## config.mk

```make
export PLATFORM = sky130hd
export DESIGN_NAME = control_unit_mc
export DESIGN_NICKNAME = d
export VERILOG_FILES = /design/src/rtl/control_unit_mc.sv
export SDC_FILE = /design/constraint.sdc
export NUM_CORES = 1
export LEC_CHECK = 0
export BUFFER_PORTS_ARGS = -buffer_cell sky130_fd_sc_hd__buf_2
export CORE_MARGIN = 8
export CORE_UTILIZATION = 25
export DETAILED_ROUTE_END_ITERATION = 16
export GPL_ROUTABILITY_DRIVEN = 1
export RECOVER_POWER = 50
export SLEW_MARGIN = 30
export SYNTH_ARGS = -nofsm -noshare
export SYNTH_HDL_FRONTEND = slang
export SYNTH_SLANG_ARGS = --single-unit
```

## constraint.sdc

```tcl
create_clock -name clk -period 4.5 [get_ports clk]
set_input_delay 0.45 -clock clk [delete_from_list [all_inputs] [get_ports clk]]
set_output_delay 0.45 -clock clk [all_outputs]
set_load 0.03 [all_outputs]
```

## src/rtl/control_unit_mc.sv

```systemverilog
// Multicycle Moore control unit for the HRM CPU: multi-channel I/O, SET/NOP opcodes,
// bounded I/O waits with a sticky fault, and burst single-step debug.
module control_unit_mc #(
  parameter int N_IN         = 2,
  parameter int N_OUT        = 2,
  parameter int WAIT_TIMEOUT = 0,
  parameter int STEP_W       = 4
) (
  input  logic              clk,
  input  logic              i_rst_n,
  input  logic [7:0]        INSTR,
  input  logic [N_IN-1:0]   inEmpty,
  input  logic [N_OUT-1:0]  outFull,
  input  logic              debug,
  input  logic              nxtInstr,
  input  logic [STEP_W-1:0] step_n,
  output logic              wIR,
  output logic              wR,
  output logic              srcA,
  output logic              wM,
  output logic              wAR,
  output logic              wPC,
  output logic              ijump,
  output logic              branch,
  output logic              rst,
  output logic              halt,
  output logic [1:0]        muxR,
  output logic [2:0]        aluCtl,
  output logic [N_IN-1:0]   rIn,
  output logic [N_OUT-1:0]  wO,
  output logic              fault,
  output logic [4:0]        state_o
);

  localparam int CNT_W = (WAIT_TIMEOUT > 1) ? $clog2(WAIT_TIMEOUT) : 1;

  localparam logic [3:0] OP_INBOX    = 4'h0;
  localparam logic [3:0] OP_OUTBOX   = 4'h1;
  localparam logic [3:0] OP_COPYFROM = 4'h2;
  localparam logic [3:0] OP_COPYTO   = 4'h3;
  localparam logic [3:0] OP_ADD      = 4'h4;
  localparam logic [3:0] OP_SUB      = 4'h5;
  localparam logic [3:0] OP_BUMPP    = 4'h6;
  localparam logic [3:0] OP_BUMPN    = 4'h7;
  localparam logic [3:0] OP_JUMP     = 4'h8;
  localparam logic [3:0] OP_JUMPZ    = 4'h9;
  localparam logic [3:0] OP_JUMPN    = 4'hA;
  localparam logic [3:0] OP_NOP0     = 4'hB;
  localparam logic [3:0] OP_NOP1     = 4'hC;
  localparam logic [3:0] OP_NOP2     = 4'hD;
  localparam logic [3:0] OP_SET      = 4'hE;
  localparam logic [3:0] OP_HALT     = 4'hF;

  typedef enum logic [4:0] {
    S_RESET, S_FETCH_I, S_WAIT_KEY, S_LOAD_IR, S_DECODE,
    S_WAIT_INBOX, S_WAIT_OUTBOX, S_INBOX1, S_INBOX2, S_OUTBOX,
    S_INCPC2, S_FETCH_O, S_JUMP, S_JUMPZ, S_JUMPN, S_SET,
    S_LOAD_AR, S_READMEM2, S_LOAD_AR2, S_READMEM,
    S_COPYFROM, S_ADD, S_SUB, S_BUMPP, S_BUMPN, S_COPYTO,
    S_INC_PC, S_HALT, S_FAULT
  } state_t;

  state_t              state;
  logic [STEP_W-1:0]   burst;
  logic [CNT_W-1:0]    wait_cnt;
  logic                fault_q;

  logic [3:0] opcode;
  logic       ind;
  logic [2:0] ch;
  logic [7:0] in_empty_pad;
  logic [7:0] out_full_pad;
  logic       in_ok;
  logic       out_ok;
  logic       timeout_hit;

  assign opcode = INSTR[7:4];
  assign ind    = INSTR[3];
  assign ch     = INSTR[2:0];

  // Zero-padded flag vectors let a 3-bit channel index them for any N_IN/N_OUT
  assign in_empty_pad = 8'(inEmpty);
  assign out_full_pad = 8'(outFull);
  assign in_ok        = {29'd0, ch} < 32'(N_IN);
  assign out_ok       = {29'd0, ch} < 32'(N_OUT);
  assign timeout_hit  = (WAIT_TIMEOUT != 0) && (wait_cnt == CNT_W'(WAIT_TIMEOUT - 1));

  always_ff @(posedge clk or negedge i_rst_n) begin
    if (!i_rst_n) begin
      state    <= S_RESET;
      fault_q  <= 1'b0;
      burst    <= '0;
      wait_cnt <= '0;
    end else begin
      case (state)
        S_RESET: state <= S_FETCH_I;
        S_FETCH_I: begin
          if (debug && burst == '0) begin
            state <= S_WAIT_KEY;
          end else begin
            if (debug) burst <= burst - 1'b1;
            state <= S_LOAD_IR;
          end
        end
        S_WAIT_KEY: begin
          if (nxtInstr) begin
            burst <= step_n;
            state <= S_LOAD_IR;
          end
        end
        S_LOAD_IR: state <= S_DECODE;
        S_DECODE: begin
          wait_cnt <= '0;
          case (opcode)
            OP_INBOX: begin
              if (!in_ok) begin
                state   <= S_FAULT;
                fault_q <= 1'b1;
              end else if (in_empty_pad[ch]) state <= S_WAIT_INBOX;
              else state <= S_INBOX1;
            end
            OP_OUTBOX: begin
              if (!out_ok) begin
                state   <= S_FAULT;
                fault_q <= 1'b1;
              end else if (out_full_pad[ch]) state <= S_WAIT_OUTBOX;
              else state <= S_OUTBOX;
            end
            OP_NOP0, OP_NOP1, OP_NOP2: state <= S_INC_PC;
            OP_HALT: state <= S_HALT;
            default: state <= S_INCPC2;
          endcase
        end
        // A flag clearing on the timeout cycle takes priority over the fault
        S_WAIT_INBOX: begin
          wait_cnt <= wait_cnt + 1'b1;
          if (!in_empty_pad[ch]) state <= S_INBOX1;
          else if (timeout_hit) begin
            state   <= S_FAULT;
            fault_q <= 1'b1;
          end
        end
        S_WAIT_OUTBOX: begin
          wait_cnt <= wait_cnt + 1'b1;
          if (!out_full_pad[ch]) state <= S_OUTBOX;
          else if (timeout_hit) begin
            state   <= S_FAULT;
            fault_q <= 1'b1;
          end
        end
        S_INBOX1: state <= S_INBOX2;
        S_INBOX2: state <= S_INC_PC;
        S_OUTBOX: state <= S_INC_PC;
        S_INCPC2: state <= S_FETCH_O;
        S_FETCH_O: begin
          case (opcode)
            OP_JUMP:  state <= S_JUMP;
            OP_JUMPZ: state <= S_JUMPZ;
            OP_JUMPN: state <= S_JUMPN;
            OP_SET:   state <= S_SET;
            default:  state <= S_LOAD_AR;
          endcase
        end
        S_JUMP, S_JUMPZ, S_JUMPN: state <= S_FETCH_I;
        S_SET: state <= S_INC_PC;
        S_LOAD_AR: begin
          if (opcode == OP_COPYTO && !ind) state <= S_COPYTO;
          else if (ind) state <= S_READMEM2;
          else state <= S_READMEM;
        end
        S_READMEM2: state <= S_LOAD_AR2;
        S_LOAD_AR2: state <= (opcode == OP_COPYTO) ? S_COPYTO : S_READMEM;
        S_READMEM: begin
          case (opcode)
            OP_COPYFROM: state <= S_COPYFROM;
            OP_ADD:      state <= S_ADD;
            OP_SUB:      state <= S_SUB;
            OP_BUMPP:    state <= S_BUMPP;
            OP_BUMPN:    state <= S_BUMPN;
            default: begin
              state   <= S_FAULT;
              fault_q <= 1'b1;
            end
          endcase
        end
        S_BUMPP, S_BUMPN: state <= S_COPYTO;
        S_COPYTO, S_ADD, S_SUB, S_COPYFROM: state <= S_INC_PC;
        S_INC_PC: state <= S_FETCH_I;
        S_HALT: state <= S_HALT;
        S_FAULT: begin
          state   <= S_FAULT;
          fault_q <= 1'b1;
        end
        default: begin
          state   <= S_FAULT;
          fault_q <= 1'b1;
        end
      endcase
      if (!debug) burst <= '0;
    end
  end

  always_comb begin
    wIR    = 1'b0;
    wR     = 1'b0;
    srcA   = 1'b0;
    wM     = 1'b0;
    wAR    = 1'b0;
    wPC    = 1'b0;
    ijump  = 1'b0;
    branch = 1'b0;
    rst    = 1'b0;
    halt   = 1'b0;
    muxR   = 2'b00;
    aluCtl = 3'b000;
    case (state)
      S_RESET:    rst = 1'b1;
      S_LOAD_IR:  wIR = 1'b1;
      S_INBOX2:   wR  = 1'b1;
      S_INCPC2:   wPC = 1'b1;
      S_INC_PC:   wPC = 1'b1;
      S_JUMP: begin
        branch = 1'b1;
        ijump  = 1'b1;
        wPC    = 1'b1;
      end
      S_JUMPZ: begin
        branch = 1'b1;
        wPC    = 1'b1;
      end
      S_JUMPN: begin
        branch = 1'b1;
        aluCtl = 3'b100;
        wPC    = 1'b1;
      end
      S_SET: begin
        muxR = 2'b10;
        wR   = 1'b1;
      end
      S_LOAD_AR:  wAR = 1'b1;
      S_LOAD_AR2: begin
        srcA = 1'b1;
        wAR  = 1'b1;
      end
      S_COPYFROM: begin
        muxR = 2'b01;
        wR   = 1'b1;
      end
      S_ADD: begin
        muxR = 2'b11;
        wR   = 1'b1;
      end
      S_SUB: begin
        muxR   = 2'b11;
        aluCtl = 3'b001;
        wR     = 1'b1;
      end
      S_BUMPP: begin
        muxR   = 2'b11;
        aluCtl = 3'b010;
        wR     = 1'b1;
      end
      S_BUMPN: begin
        muxR   = 2'b11;
        aluCtl = 3'b011;
        wR     = 1'b1;
      end
      S_COPYTO:        wM   = 1'b1;
      S_HALT, S_FAULT: halt = 1'b1;
      default: ;
    endcase
  end

  always_comb begin
    rIn = '0;
    wO  = '0;
    for (int i = 0; i < N_IN; i++)  rIn[i] = (state == S_INBOX1) && (ch == 3'(i));
    for (int i = 0; i < N_OUT; i++) wO[i]  = (state == S_OUTBOX) && (ch == 3'(i));
  end

  assign fault   = fault_q;
  assign state_o = state;

endmodule

```

==> out/results.ini <==
[logic_synthesis]
synth_area_per_cell_um2=6.80
synth-main-ff-cell=dfrtp_1
yosysUniqueCellTypes=56
async_flop_share_pct=100
ys_ff_latch=10
synth-edff-count=0
syn_area_um2=1560
synth_cells=229
yosys_warnings=0
syn_nets=250
seq_area_frac_synth_pct=16.1

[cts]
cts_made_buffers=3
htree_levels=1
cts_root_buf=clkbuf_8
clk_pin_slew_worst_paths_ps=50
cts_tree=built
post_cts_resized=0
cts.sinks=10
clkLatencyLatePin_ps=240
cts_max_path_buffers=2
hold_buffers=0
cts_setup_buffers=0

[layout]
area_delta_synth_final_pct=13.5
diodes=0
final_layout_size_suffix_gt1_share_pct=19.5
multi_input_area_um2=1130
nets=278
final_common_cell=buf_2
layout_common_cells=37 x buf_2, 31 x nor2_1, 26 x nand2_1
regArea_um2=250
n_fill_cell=674
fin_cells=331

[critical_path]
path_common_cell=nor2_1
cp.arrival_ps=2230
cp-end-kind=output pin
cp_top_family=flip-flops
cpMaxStageDelayCell=dfrtp_1
r2r_slack_ps=2150
crit_path_max_fanout=33
critPathRequiredTime_ps=4050
cp_slowest_stage_delay_ps=950
path_cells=or3b_1, nor2_1, nand2_1, nor2_1, buf_2
crit_type=flop to output pin
worstSetupStartpointType=flop
critPathBufInv=1

[route]
drcViolationCount=0
firstDrtPassIters=4
wl_per_cell_um=15.0
drtIter0Drc=186
wirelength_um=4960
ant_nets=0
route.vias.total=1751
vias_per_cell=5.29

[sta]
post-route-min-period_ps=2680
tightest_slew_ps=931
finalSetupTns_ps=0
skew_ps=3.25
max-slew-margin-rel_pct=37.9
whs_ps=171
setup_viol=0
slew_violations=0
finalHoldViolations=0
rsz0062_at_grt=false
post-route-period-util_pct=59.6
maxClockFrequency_mhz=373

[placed_design]
placedCellCount=327
dp_hpwl_um=3860
globalplace.congestion=0.896
port_buffers=44

[floorplanning]
core-area_um2=5960
die_h_um=94.9
io_pins=45
start_util_pct=26.2
die_x_um=94.9
rows=28
die_area_um2=9010

[global_routing]
grt_overflow=0
grt_pass1_vias=1639
antenna_found_initial=0
grt_pass1_wl_um=8060
grtUsageTotal_pct=11.1
grt_max_degree=34

[job]
max_cap_violations=0

[power_and_ir_drop]
p_per_area_nw_per_um2=669
power.leakage_nw=0.748
vdd_ir_drop_max_mv=0.218

[min_path]
hp-class=primary input to asynchronous set/reset pin

[status]
outcome=completed

## worst reg2reg max path, stage by stage, from the launching register on
cell and delay (ps):
dfrtp_1 950, nor2_1 260, nand3_1 250, nor3_1 80, a2111oi_0 530, o31ai_1 150
## metrics by stage
step | cell area [um2] | total power [W] | setup slack (ps) | util, %
2_1_floorplan | 1560 | 0.000915 | 1980 | -
3_3_place_gp | 1740 | 0.00108 | 2100 | 29.2
3_5_place_dp | 1740 | 0.00108 | 2090 | 29.2
4_1_cts | 1800 | 0.00120 | 1830 | 30.2
5_1_grt | 1770 | 0.00130 | 1650 | 29.7
6_report | 1770 | 0.00118 | 1820 | 29.7
## cells in the mapped netlist, types with 2 or more instances
library cell | count | area share, %
a21o_1 | 4 | 1.9
a21oi_1 | 13 | 4.2
a31oi_1 | 9 | 3.6
and2_1 | 3 | 1.2
and3_1 | 2 | 0.80
buf_2 | 11 | 3.5
buf_4 | 4 | 1.9
buf_6 | 3 | 2.2
clkbuf_1 | 2 | 0.48
dfrtp_1 | 10 | 16
inv_1 | 7 | 1.7
mux2_2 | 2 | 1.4
mux2i_1 | 2 | 1.3
nand2_1 | 26 | 6.3
nand2b_1 | 10 | 4.0
nand3_1 | 7 | 2.2
nor2_1 | 31 | 7.5
nor2b_1 | 11 | 4.4
nor3_1 | 7 | 2.2
nor4b_1 | 2 | 1.1
o2111ai_1 | 2 | 1.1
o211ai_1 | 2 | 0.96
o21a_1 | 2 | 0.96
o21ai_0 | 18 | 5.8
o22ai_1 | 3 | 1.2
o2bb2ai_1 | 2 | 1.1
o311ai_0 | 2 | 1.1
or2_1 | 2 | 0.80
or3_1 | 3 | 1.2
## per-layer routing
layer / up-vias / share of wire, % / global-route usage [%]
li1: 886 / - / -
met3: 6 / 6.6 / 2.46
met2: 59 / 45 / 16.8
met1: 800 / 47 / 15.3
met5: - / 0 / 0
met4: 0 / 1.4 / 3.25
## registers in the layout (all words and copies together) (netlist names)
name,cells
fault,1
state_o,5
burst,4
## report_power, final
| group | internal [W] | total [W] | switching, W |
|---|---|---|---|
| Clock | 0.0000772 | 0.000116 | 0.0000384 |
| Sequential | 0.000126 | 0.000293 | 0.000167 |
| Combinational | 0.000301 | 0.000774 | 0.000473 |
## path summary, 6_finish.rpt
path / cells past startpoint / end / startpoint
worst max-delay path: 5 / rIn[0] / state_o[2]$_DFFE_PN0P_
worst min-delay path: 1 / burst[1]$_DFFE_PN0P_ / i_rst_n
worst max register to register: 5 / state_o[1]$_DFFE_PN0P_ / state_o[2]$_DFFE_PN0P_
worst min register to register: 1 / fault$_DFFE_PN0P_ / fault$_DFFE_PN0P_
max in group asynchronous: 1 / state_o[1]$_DFFE_PN0P_ / i_rst_n
min in group clk: 1 / fault$_DFFE_PN0P_ / fault$_DFFE_PN0P_
## cells by family after synthesis
kind of cell	synth area share [%]
DFF	16.1
muxes	3.61
and+or+nand+nor	36.5
buffers and inverters	10.0
adders and majority gates	0.803
AOI/OAI and AO/OA	33.0
## final cells by class
class	count	area share, %
clock buffer	4	3.11
inverter	7	1.49
timing repair buffer	44	12.0
multi-input combinational	191	64.0
sequential	10	14.2
tap	75	5.31
Power figures use the tool's default switching activity.
